**config.mk**
```make
export PLATFORM = sky130hd
export DESIGN_NAME = matmul_seq_ctrl
export DESIGN_NICKNAME = d
export VERILOG_FILES = /design/src/rtl/matmul_pkg.sv /design/src/rtl/mat_mac.sv /design/src/rtl/matmul_seq_ctrl.sv
export SDC_FILE = /design/constraint.sdc
export NUM_CORES = 1
export LEC_CHECK = 0
export BUFFER_PORTS_ARGS = -buffer_cell sky130_fd_sc_hd__buf_2
export CORE_MARGIN = 3
export CORE_UTILIZATION = 40
export CTS_CLUSTER_DIAMETER = 100
export DETAILED_ROUTE_END_ITERATION = 8
export GPL_ROUTABILITY_DRIVEN = 0
export PLACE_DENSITY = 0.59
export SLEW_MARGIN = 20
export SYNTH_ARGS = -nofsm -noshare
export SYNTH_HDL_FRONTEND = slang
export SYNTH_SLANG_ARGS = --single-unit
```
**constraint.sdc**
```tcl
create_clock -name clk -period 6.6 [get_ports clk]
set_clock_uncertainty 0.05 [all_clocks]
set_input_delay 0.33 -clock clk [delete_from_list [all_inputs] [get_ports clk]]
set_output_delay 0.33 -clock clk [all_outputs]
set_load 0.02 [all_outputs]
```
**src/rtl/matmul_pkg.sv**
```systemverilog
// rtl/matmul_pkg.sv - shared sizes, FSM states and element-slice helper for the 4x4 matmul
package matmul_pkg;

  localparam int N      = 4;
  localparam int DW_DEF = 8;
  localparam int RW_DEF = 2*DW_DEF + 2;

  typedef enum logic {
    IDLE,
    RUN
  } state_t;

  // Row-major, MSB-first packing: element [0][0] sits in the top W bits.
  function automatic int elem_lsb(input int i, input int j, input int w);
    return w * (N*N - 1 - (N*i + j));
  endfunction

endpackage

```
**src/rtl/mat_mac.sv**
```systemverilog
// rtl/mat_mac.sv - combinational DW x DW multiply plus RW-bit accumulate with clear-select
module mat_mac #(
  parameter int DW = 8,
  parameter int RW = 2*DW + 2
) (
  input  logic [DW-1:0] a,
  input  logic [DW-1:0] b,
  input  logic [RW-1:0] acc,
  input  logic          clr,
  output logic [RW-1:0] sum
);

  logic [2*DW-1:0] prod;

  assign prod = {{DW{1'b0}}, a} * {{DW{1'b0}}, b};
  assign sum  = (clr ? '0 : acc) + {{(RW-2*DW){1'b0}}, prod};

endmodule

```
**src/rtl/matmul_seq_ctrl.sv**
```systemverilog
// rtl/matmul_seq_ctrl.sv - sequential 4x4 matrix multiply driving one shared MAC over 64 cycles
module matmul_seq_ctrl
  import matmul_pkg::*;
#(
  parameter int DW = DW_DEF,
  parameter int RW = 2*DW + 2
) (
  input  logic             clk,
  input  logic             rst_n,
  input  logic             start,
  input  logic [16*DW-1:0] a_in,
  input  logic [16*DW-1:0] b_in,
  output logic             busy,
  output logic             done,
  output logic [16*RW-1:0] res
);

  state_t          state, state_next;
  logic [5:0]      idx;
  logic [16*DW-1:0] a_reg, b_reg;
  logic [RW-1:0]   acc, acc_next;
  logic [DW-1:0]   a_m   [16];
  logic [DW-1:0]   b_m   [16];
  logic [RW-1:0]   res_m [16];

  for (genvar gi = 0; gi < N; gi++) begin : g_row
    for (genvar gj = 0; gj < N; gj++) begin : g_col
      assign a_m[N*gi+gj] = a_reg[elem_lsb(gi, gj, DW) +: DW];
      assign b_m[N*gi+gj] = b_reg[elem_lsb(gi, gj, DW) +: DW];
      assign res[elem_lsb(gi, gj, RW) +: RW] = res_m[N*gi+gj];
    end
  end

  // idx = {i, j, k}: A is indexed by {i, k}, B by {k, j}.
  mat_mac #(.DW(DW), .RW(RW)) u_mac (
    .a   (a_m[{idx[5:4], idx[1:0]}]),
    .b   (b_m[{idx[1:0], idx[3:2]}]),
    .acc (acc),
    .clr (idx[1:0] == 2'd0),
    .sum (acc_next)
  );

  assign busy = (state == RUN);

  always_ff @(posedge clk or negedge rst_n) begin
    if (!rst_n) state <= IDLE;
    else        state <= state_next;
  end

  always_comb begin
    state_next = state;
    case (state)
      IDLE: if (start) state_next = RUN;
      RUN:  if (idx == 6'd63) state_next = IDLE;
    endcase
  end

  always_ff @(posedge clk or negedge rst_n) begin
    if (!rst_n) begin
      idx   <= '0;
      a_reg <= '0;
      b_reg <= '0;
      acc   <= '0;
      done  <= 1'b0;
      for (int e = 0; e < 16; e++) res_m[e] <= '0;
    end else begin
      done <= (state == RUN) && (idx == 6'd63);
      if (state == IDLE && start) begin
        a_reg <= a_in;
        b_reg <= b_in;
        idx   <= '0;
      end else if (state == RUN) begin
        acc <= acc_next;
        idx <= idx + 6'd1;
        if (idx[1:0] == 2'd3) res_m[idx[5:2]] <= acc_next;
      end
    end
  end

endmodule

```
Word level (Yosys, flattened, before mapping) --
Index checks and enable logic that the tools add are counted. W data, S select, Z words.
Cells by class: reduce and logical (&&, ||, !) cells 7, add/subtract/negate cells 2, muxes and demuxes 15, shift operators 0, $lt $le $gt $ge 4, multipliers 1, bitwise gates (word level) 5, equality and inequality tests 2, div/mod/pow operators 0
Operators by type and width (count):
- $bwmux W288 | 1
- $demux W18 S4 | 1
- $bmux W8 S4 | 2
- $mux W18 | 2
- $mux W8 | 4
- $add A18 B16 Y18 | 1
- $mul A8 B8 Y16 | 1
- $ge A5 B5 Y1 const B | 3
- $not A4 Y5 | 3
- $mux W6 | 2
- $add A6 B1 Y6 const B | 1
- $eq A6 B6 Y1 const B | 1
- $lt A5 B1 Y1 const B | 1
- $logic_and A1 B1 Y1 | 3
- $reduce_and A3 Y1 | 1
- $eq A2 B2 Y1 const B | 1
- $logic_not A2 Y1 | 1
- $mux W1 | 2
- $not A1 Y1 | 2
- $pmux W1 S2 | 1
- $reduce_and A2 Y1 | 1
- $reduce_bool A2 Y1 | 1
Word-level totals: bits in latches 0, memory bits (writable) 0, memories kept 0, bits in registers 570, output and inout port bits 290, input port bits 259, word-level logic and storage cells 58, bits in read-only memories 0

Depth between registers and ports, before layout --
Gate-level depths: netlist (run 1).
word-level depth 7, gate-level depth with buffers 25, gate-level depth less buffers 21

Modules after synthesis --
A second synthesis (run 1) with hierarchy kept.
Second synthesis, totals: cell total of the unflattened synthesis 2261, area, all modules 26077.5 um^2
Modules (own cells, without submodules):
- matmul_seq_ctrl | cells each 1937, area an instance 23328.6 um^2, seq. area each 14263.7 um^2, instances 1
- mat_mac | cells each 324, area an instance 2748.9 um^2, seq. area each 0.0 um^2, instances 1

Least setup slack after synthesis (run 1) --
No wires, ideal clock.
path kind register to register, from register idx[1], to register acc[15], stages on the path, launching flop included 22, arrival time 5652 ps, buffers on the path 3, data required time 6415 ps, setup slack 763 ps, setup time 135 ps, period minus slack after synthesis 5837 ps, cell sequence dfrtp_1 -> buf_2 -> buf_1 -> mux4_2 -> mux4_2 -> and2_1 -> fa_1 -> inv_1 -> fa_1 -> inv_1 -> fa_1 -> inv_1 -> fa_1 -> inv_1 -> ha_1 -> a21oi_2 -> o221ai_2 -> nor3b_2 -> a221oi_2 -> xor2_2 -> buf_4 -> mux2i_1
Between the ends: word-level cells in the longest chain between the ends 6, elaborated cells on any way between the ends 12, those cells by class add/sub: 1; mul: 1; mux: 7; bitwise: 2; reduce/logical: 1
Ends and longest elaborated chain:
- start, declared | line matmul_seq_ctrl.sv:19 | logic [5:0] idx;
- start signal, assigned | line matmul_seq_ctrl.sv:74 | idx <= idx + 6'd1;
- $not A4 Y5 (on tied branches) | line matmul_seq_ctrl.sv:36, matmul_seq_ctrl.sv:37
- $bmux W8 S4 (on tied branches) | line matmul_seq_ctrl.sv:36, matmul_seq_ctrl.sv:37
- $mux W8 (on tied branches) (2 in a row) | line matmul_seq_ctrl.sv:36, matmul_seq_ctrl.sv:37
- $mul A8 B8 Y16 | line mat_mac.sv:15 | assign prod = {{DW{1'b0}}, a} * {{DW{1'b0}}, b};
- $add A18 B16 Y18 * | line mat_mac.sv:16 | assign sum = (clr ? '0 : acc) + {{(RW-2*DW){1'b0}}, prod};
- end signal, assigned | line matmul_seq_ctrl.sv:73 | acc <= acc_next;
- end, declared | line matmul_seq_ctrl.sv:21 | logic [RW-1:0] acc, acc_next;
Mark *: on every way between the ends. The rest lies on a longest branch, timed or not. The select of a mux whose other input is x is not followed. A chain may end at the register's enable or synchronous reset.

Worst setup path in the final report (run 1) --
from register idx[0], to register res_m (netlist bit res[107])
Between the ends: word-level cells in the longest chain between the ends 7, elaborated cells on any way between the ends 15, those cells by class add/sub: 1; mul: 1; eq/ne: 1; mux: 8; bitwise: 2; reduce/logical: 2
Ends and longest elaborated chain:
- $not A4 Y5 (on tied branches) | line matmul_seq_ctrl.sv:36, matmul_seq_ctrl.sv:37
- $bmux W8 S4 (on tied branches) | line matmul_seq_ctrl.sv:36, matmul_seq_ctrl.sv:37
- $mux W8 (on tied branches) (2 in a row) | line matmul_seq_ctrl.sv:36, matmul_seq_ctrl.sv:37
- $mul A8 B8 Y16 | line mat_mac.sv:15
- $add A18 B16 Y18 | line mat_mac.sv:16
- $bwmux W288 | line matmul_seq_ctrl.sv:75 | if (idx[1:0] == 2'd3) res_m[idx[5:2]] <= acc_next;
- end signal, assigned by index | line matmul_seq_ctrl.sv:75
- end, declared | line matmul_seq_ctrl.sv:24 | logic [RW-1:0] res_m [16];
Parallel ways exist; a longest one is shown, timed or not. The select of a mux whose other input is x is not followed.

==> results of run 1 <==
per-stage QoR:
step                setup slack [ps]  cells  utilization (%)
global route                    10.7   4184             54.1
CTS                             83.4   4179             54.0
finish                           303   4184             54.1
detailed placement               108   3809             46.6
floorplan                        763   2512                -
global placement                 286   3809             46.6
state kept, by name, indices dropped and copies added, names as in the netlist:
name	cells
res	288
busy	1
b_m	128
a_m	128
done	1
idx	6
acc	18
worst max-delay path: stages (launching register included):
cell,delay [ps]
dfrtp_4,440
buf_12,210
buf_4,180
mux4_2,490
mux4_2,580
nand2_1,130
fa_1,460
fa_1,550
inv_1,50
fa_1,530
inv_1,50
fa_1,530
inv_1,40
ha_1,400
nand3_1,130
o221ai_2,270
nor3b_4,290
a21bo_2,220
xnor2_4,110
buf_4,260
o21ai_0,110
kinds of logic after synthesis:
group / count (synthesis) / synth area share [%]
xor+xnor: 13 / 0.576
mux: 173 / 10.7
buf+inv: 251 / 4.02
flops: 570 / 55.6
compound gates: 258 / 5.48
fa+ha+maj: 92 / 5.95
simple gates: 1155 / 17.6
final cells by class:
type,count,area [um2]
diodes,5,12.5
clock buffers,80,1660
clock inverters,32,449
fillers,5464,29000
inverters,98,368
multi-input cells,1691,10500
flip-flops and latches,570,14300
well taps,846,1060
repair buffers,862,5880
per-layer routing:
layer | up-vias | global-route usage, %
met5 | - | 0
met2 | 742 | 40.3
met4 | 0 | 9.79
met3 | 196 | 4.36
li1 | 9639 | -
met1 | 10099 | 31.3
how the worst max path moves through the flow:
| stage | cells past startpoint | endpoint |
|---|---|---|
| after floorplan | 21 | acc[15]$_DFFE_PN0P_ |
| after global placement | 19 | res[88]$_DFFE_PN0P_ |
| after detailed placement | 17 | res[106]$_DFFE_PN0P_ |
| after CTS | 17 | res[106]$_DFFE_PN0P_ |
| after global routing | 20 | res[125]$_DFFE_PN0P_ |
| final | 20 | res[107]$_DFFE_PN0P_ |
synth_stat cells, drive strengths merged (3+ instances only):
cell type | count | area, um2
nor3b | 4 | 35.0
nor2 | 40 | 155
clkbuf | 112 | 420
inv | 97 | 364
nand2b | 13 | 81.3
dfrtp | 570 | 14300
nand3 | 10 | 50.1
ha | 42 | 526
mux2i | 13 | 130
o31ai | 3 | 22.5
o21ai | 221 | 1130
and2 | 14 | 87.6
nand2 | 1048 | 3930
a31oi | 3 | 18.8
nor2b | 20 | 125
fa | 50 | 1000
xnor2 | 8 | 96.4
mux4 | 72 | 1630
xor2 | 5 | 51.3
buf | 41 | 243
a21oi | 16 | 91.3
mux2 | 88 | 991
o21a | 3 | 22.5
what timing repair did:
action / 4_1_cts / 5_1_grt
gates resized for setup: 0 / 2
endpoints found under the hold margin: 374 / 0
setup endpoints to repair: 0 / 18
hold buffers: 258 / 0
==> results.ini, run 1 <==
[layout]
final_common_cell = nand2_1
postLayoutCellArea_mm2 = 0.0342
nets = 3633
layout-drive-gt1-share_pct = 27.2
area_growth_pct = 33.3
final_cell_mix = nand2_1 (1,044), dfrtp_1 (567), buf_2 (547)

[worst_setup_path]
r2r_setup_slack_ps = 300
critical_path_class = flop to flop
regToRegStartpoint = idx[0]$_DFFE_PN0P_
reg2reg_to = res[107]$_DFFE_PN0P_
cp.arrival_ps = 6690
crit_path_end_kind = flop
cp_max_fo = 22
r2r_cells = 20
start_kind = flop
worstPathRequired_ps = 6990
cp-startpoint = idx[0]$_DFFE_PN0P_

[routing]
totalWireLength_um = 81500
wl_met2_um = 39000
vias = 20676
drtPass1Iterations = 5
topRoutingLayerUsed = met4
drt-initial-drc-count = 1587
drt-met1-wl_um = 34000
post_drt_via_cell_ratio = 4.94
drt-wirelength-per-cell_um = 19.5
drc = 0
ant_nets = 0
routed-wl-met3_um = 4760

[logic_synthesis]
syn_avg_cell_area_um2 = 10.2
syn-cell-area_mm2 = 0.0256
synth_edf_count = 0
synth.net_count = 2863
synth-seq-cells = 570
synthArstFlopShare_pct = 100
synthDistinctLibCells = 55
yosysWarnings = 0
synth_cells = 2512
seq_area_frac_synth_pct = 55.6
synth-main-ff-cell = dfrtp_1

[grt]
grt_util_all_layers_pct = 24.2
grt_pass1_vias = 21573
antenna_found_initial = 4
grt_overflow = 0
grt_start_max_net_pins = 257
grt_pass1_wl_um = 126000

[placement]
dp_hpwl_um = 56000
portBuffers = 548
place_area_mm2 = 0.0294

[floorplan]
dieArea_mm2 = 0.0672
dieWidth_um = 259
core_area_mm2 = 0.0632
die_h_um = 259
initial_core_util_pct = 40.6
rows = 92
pin_count = 549

[clock_tree]
cts.sinks = 570
cts.htree.levels = 2
cts_setup_buffers = 0
cts_tree = yes
clockRootBuffer = clkbuf_16
clkSlewWorstSetupHoldPaths_ps = 70
clk_latency_ps = 640
clockBufferDepth = 3
numCtsBuffers = 59

[flow_run]
timing.max_cap.violations = 0

[timing]
fin_crit_ps = 6300
min_period_over_period_pct = 95.4
relSlewSlack_pct = 28.4
worst_slew_pin_slew_ps = 1070
worst_hold_slack_ps = 338
final_hold_viol_count = 0
max_freq_mhz = 159
drv_slew = 0
setup_viol = 0
final.setup.tns_ps = 0
rsz0062_at_grt = no

[hold_path]
hold_class = input port to asynchronous set/reset pin

[run_status]
status = finished clean

Power of run 1 is left out: the tool's default activity adds up to more than one toggle a clock period on the data nets, which glitch-free logic cannot reach.
==> inputs of run 2 (changes only) <==
ABC_AREA = 1   (was default)
PLACE_DENSITY = 0.58   (was 0.59)
==> run 2 against run 1 <==
  * Register-to-register slack improved by 160 ps
  * Synthesized area grew 3.6%
  * Via count is 11% higher
  * Largest cell class unchanged
  * Routed wire length grew 12%
  * Hold slack worse by 69 ps
  * Flip-flop and latch count unchanged
  * Die area increased by 3.5%
  * Maximum frequency grew 2.7%
==> results.ini, run 2 <==
[grt]
top_usage_layer = met2  ; unchanged
grt_util_all_layers_pct = 25.9  ; was 24.2%
antenna_found_initial = 6  ; was 4
grt_start_max_net_pins = 172  ; was 257
grt_overflow = 0  ; unchanged
use_met1_pct = 32.7  ; was 31.3%
grt_use_met3_pct = 4.34  ; was 4.36%
grt_pass1_vias = 23736  ; was 21,573
use_met2_pct = 43.7  ; was 40.3%
grt_pass1_wl_um = 141000  ; was 126,000 um

[worst_setup_path]
worstPathRequired_ps = 7020  ; was 6990 ps
cp.arrival_ps = 6560  ; was 6690 ps
crit_path_end_kind = flop  ; unchanged
cp.buffers_inverters = 7  ; was 6
crit_top_cell = nand2_1  ; was fa_1
cp_max_fo = 23  ; was 22
start_kind = flop  ; unchanged
critical-path-top-delay-family = adder cells  ; unchanged
critical_path_class = flop to flop  ; unchanged
cpMaxStageDelayCell = fa_1  ; was mux4_2
max_stage_delay_ps = 540  ; was 580 ps

[clock_tree]
clockRootBuffer = clkbuf_16  ; unchanged
clk_latency_ps = 600  ; was 640 ps
cts_tree = yes  ; unchanged
cts.sinks = 570  ; unchanged
cts.htree.levels = 3  ; was 2
clockBufferDepth = 3  ; unchanged
clkSlewWorstSetupHoldPaths_ps = 60  ; was 70 ps
cts_setup_buffers = 0  ; unchanged
numCtsBuffers = 66  ; was 59

[logic_synthesis]
ys_top_cells_by_count = nand2_1 (743), dfrtp_1 (570), inv_1 (249)  ; was nand2_1 (1,048), dfrtp_1 (570), o21ai_0 (187)
yosysWarnings = 0  ; unchanged
synth_top_area_share_pct = 53.7  ; was 55.6%
syn_avg_cell_area_um2 = 9.40  ; was 10.2 um2
seq_area_frac_synth_pct = 53.7  ; was 55.6%
synth.most_common_cell = nand2_1  ; unchanged
synthArstFlopShare_pct = 100  ; unchanged
synth-seq-cells = 570  ; unchanged
synth_edf_count = 0  ; unchanged
synthDistinctLibCells = 31  ; was 55
yosys.area.top_type = dfrtp_1  ; unchanged
syn-cell-area_mm2 = 0.0266  ; was 0.0256 mm2
synth.area.top_cells = dfrtp_1 (54%), nand2_1 (11%), mux2_2 (8.1%)  ; was dfrtp_1 (56%), nand2_1 (15%), mux4_2 (6.1%)
synth-main-ff-cell = dfrtp_1  ; unchanged
synth_cells = 2826  ; was 2,512
synth.net_count = 3177  ; was 2,863

[floorplan]
initial_core_util_pct = 40.8  ; was 40.6%
dieArea_mm2 = 0.0695  ; was 0.0672 mm2
pin_count = 549  ; unchanged
core_area_mm2 = 0.0650  ; was 0.0632 mm2
rows = 93  ; was 92
dieWidth_um = 264  ; was 259 um
die_h_um = 264  ; was 259 um

[routing]
post_drt_via_cell_ratio = 5.08  ; was 4.94
drc = 0  ; unchanged
drt-wirelength-per-cell_um = 20.2  ; was 19.5 um
vias = 22885  ; was 20,676
drt-initial-drc-count = 1882  ; was 1,587
ant_nets = 0  ; unchanged
drtPass1Iterations = 6  ; was 5
totalWireLength_um = 90800  ; was 81,500 um

[placement]
dp_hpwl_um = 62500  ; was 56,000 um
portBuffers = 548  ; unchanged
dp_slack_ps = 536  ; was 108 ps

[timing]
fin_crit_ps = 6130  ; was 6300 ps
relSlewSlack_pct = 23.8  ; was 28.4%
max_freq_mhz = 163  ; was 159 MHz
final_hold_viol_count = 0  ; unchanged
setup_ws_ps = 467  ; was 303 ps
final.setup.tns_ps = 0  ; unchanged
setup_viol = 0  ; unchanged
min_period_over_period_pct = 92.9  ; was 95.4%
worst_hold_slack_ps = 268  ; was 338 ps
worst_slew_pin_slew_ps = 1140  ; was 1070 ps
rsz0062_at_grt = no  ; unchanged
drv_slew = 0  ; unchanged

[run_status]
status = finished clean  ; unchanged

[layout]
fill_cells = 5779  ; was 5,464
final_common_cell = nand2_1  ; unchanged
nets = 3950  ; was 3,633
largest_reg_flops = 288  ; unchanged
final_util_pct = 53.7  ; was 54.1%
seq_area_mm2 = 0.0143  ; about the same
layout-drive-gt1-share_pct = 26.3  ; was 27.2%
area_growth_pct = 31.6  ; was 33.3%
final_cell_mix = nand2_1 (742), dfrtp_1 (568), buf_2 (547)  ; was nand2_1 (1,044), dfrtp_1 (567), buf_2 (547)
multi_input_area_mm2 = 0.0106  ; was 0.0105 mm2

[flow_run]
timing.max_cap.violations = 0  ; unchanged

[hold_path]
hold_class = input port to asynchronous set/reset pin  ; unchanged

[run 2: cell count changes in the layout (fill, tap and decap cells not counted), sizes merged, moves of 13 or more]
cell / before / now
inv: 102 / 270
mux4: 72 / 0
and2: 14 / 0
nand4: 2 / 30
nor2b: 20 / 0
clkbuf: 80 / 101
mux2i: 13 / 0
nor2: 40 / 245
nand2b: 13 / 0
mux2: 88 / 190
nand3: 10 / 144
nand2: 1048 / 747
o21ai: 221 / 253
a21oi: 16 / 114
[run 2: layer usage]
layer  share of wire, %  vias up
li1                   -    10581
met3                5.8      237
met1                 41    11189
met5                  0        -
met2                 49      878
met4                4.7        0
[run 2: worst register-to-register path, stage by stage (launching register included)]
cell	delay (ps)
dfrtp_1	440
buf_4	250
nor2_4	260
buf_4	350
a21oi_1	150
nand4_1	140
nand3_1	100
nand2_1	310
nand2_1	140
fa_1	520
fa_1	540
inv_1	50
fa_1	520
inv_1	50
fa_1	520
inv_1	40
ha_1	360
nand2_1	110
inv_1	50
nand3_1	70
nand2_1	130
nand2_1	120
nand3_1	280
buf_4	300
nand3_1	110
nand2_1	50
[run 2: layout make-up]
cell class,instances,area share [%]
antenna,6,0.0430
clock buffer,101,5.77
clock inverter,14,0.469
inverter,271,2.91
multi-input combinational,1834,30.2
sequential,570,40.8
tap,855,3.06
timing repair buffer,856,16.7
[run 2: what timing repair did]
item	4_1_cts	5_1_grt
hold buffers	258	0
gates resized for setup	0	0
hold endpoints to repair	339	0
[run 2: cell families (layout without fill, tap and decap cells)]
| family | Yosys count | count (layout) | share of synthesized area [%] |
|---|---|---|---|
| AO/OA/AOI/OAI | 378 | 378 | 7.44 |
| XOR/XNOR | 6 | 6 | 0.198 |
| adder cells (fa/ha/maj) | 92 | 92 | 5.75 |
| buffers and inverters | 422 | 1242 | 6.67 |
| flip-flops | 570 | 570 | 53.7 |
| multiplexers | 190 | 190 | 8.06 |
| other | 0 | 6 | 0 |
| AND/OR/NAND/NOR | 1168 | 1168 | 18.2 |
[run 2: path summary, 6_finish.rpt]
| check | startpoint | end | slack, ps | cells past startpoint |
|---|---|---|---|---|
| max | idx[2]$_DFFE_PN0P_ | res[250]$_DFFE_PN0P_ | 470 | 25 |
| min | rst_n | res[100]$_DFFE_PN0P_ | 270 | 2 |
| max reg2reg | idx[2]$_DFFE_PN0P_ | res[250]$_DFFE_PN0P_ | 470 | 25 |
| min reg2reg | res[221]$_DFFE_PN0P_ | res[221]$_DFFE_PN0P_ | 420 | 2 |
| max in group asynchronous | rst_n | res[201]$_DFFE_PN0P_ | 4720 | 3 |
| min in group clk | res[221]$_DFFE_PN0P_ | res[221]$_DFFE_PN0P_ | 420 | 2 |
[run 2: per-stage QoR]
stage	cell area (um2)	instances
floorplan	26600	2826
global placement	30200	4128
detailed placement	30200	4128
CTS	34900	4501
global route	34900	4506
finish	34900	4507
Power of run 2 is left out for the same reason.
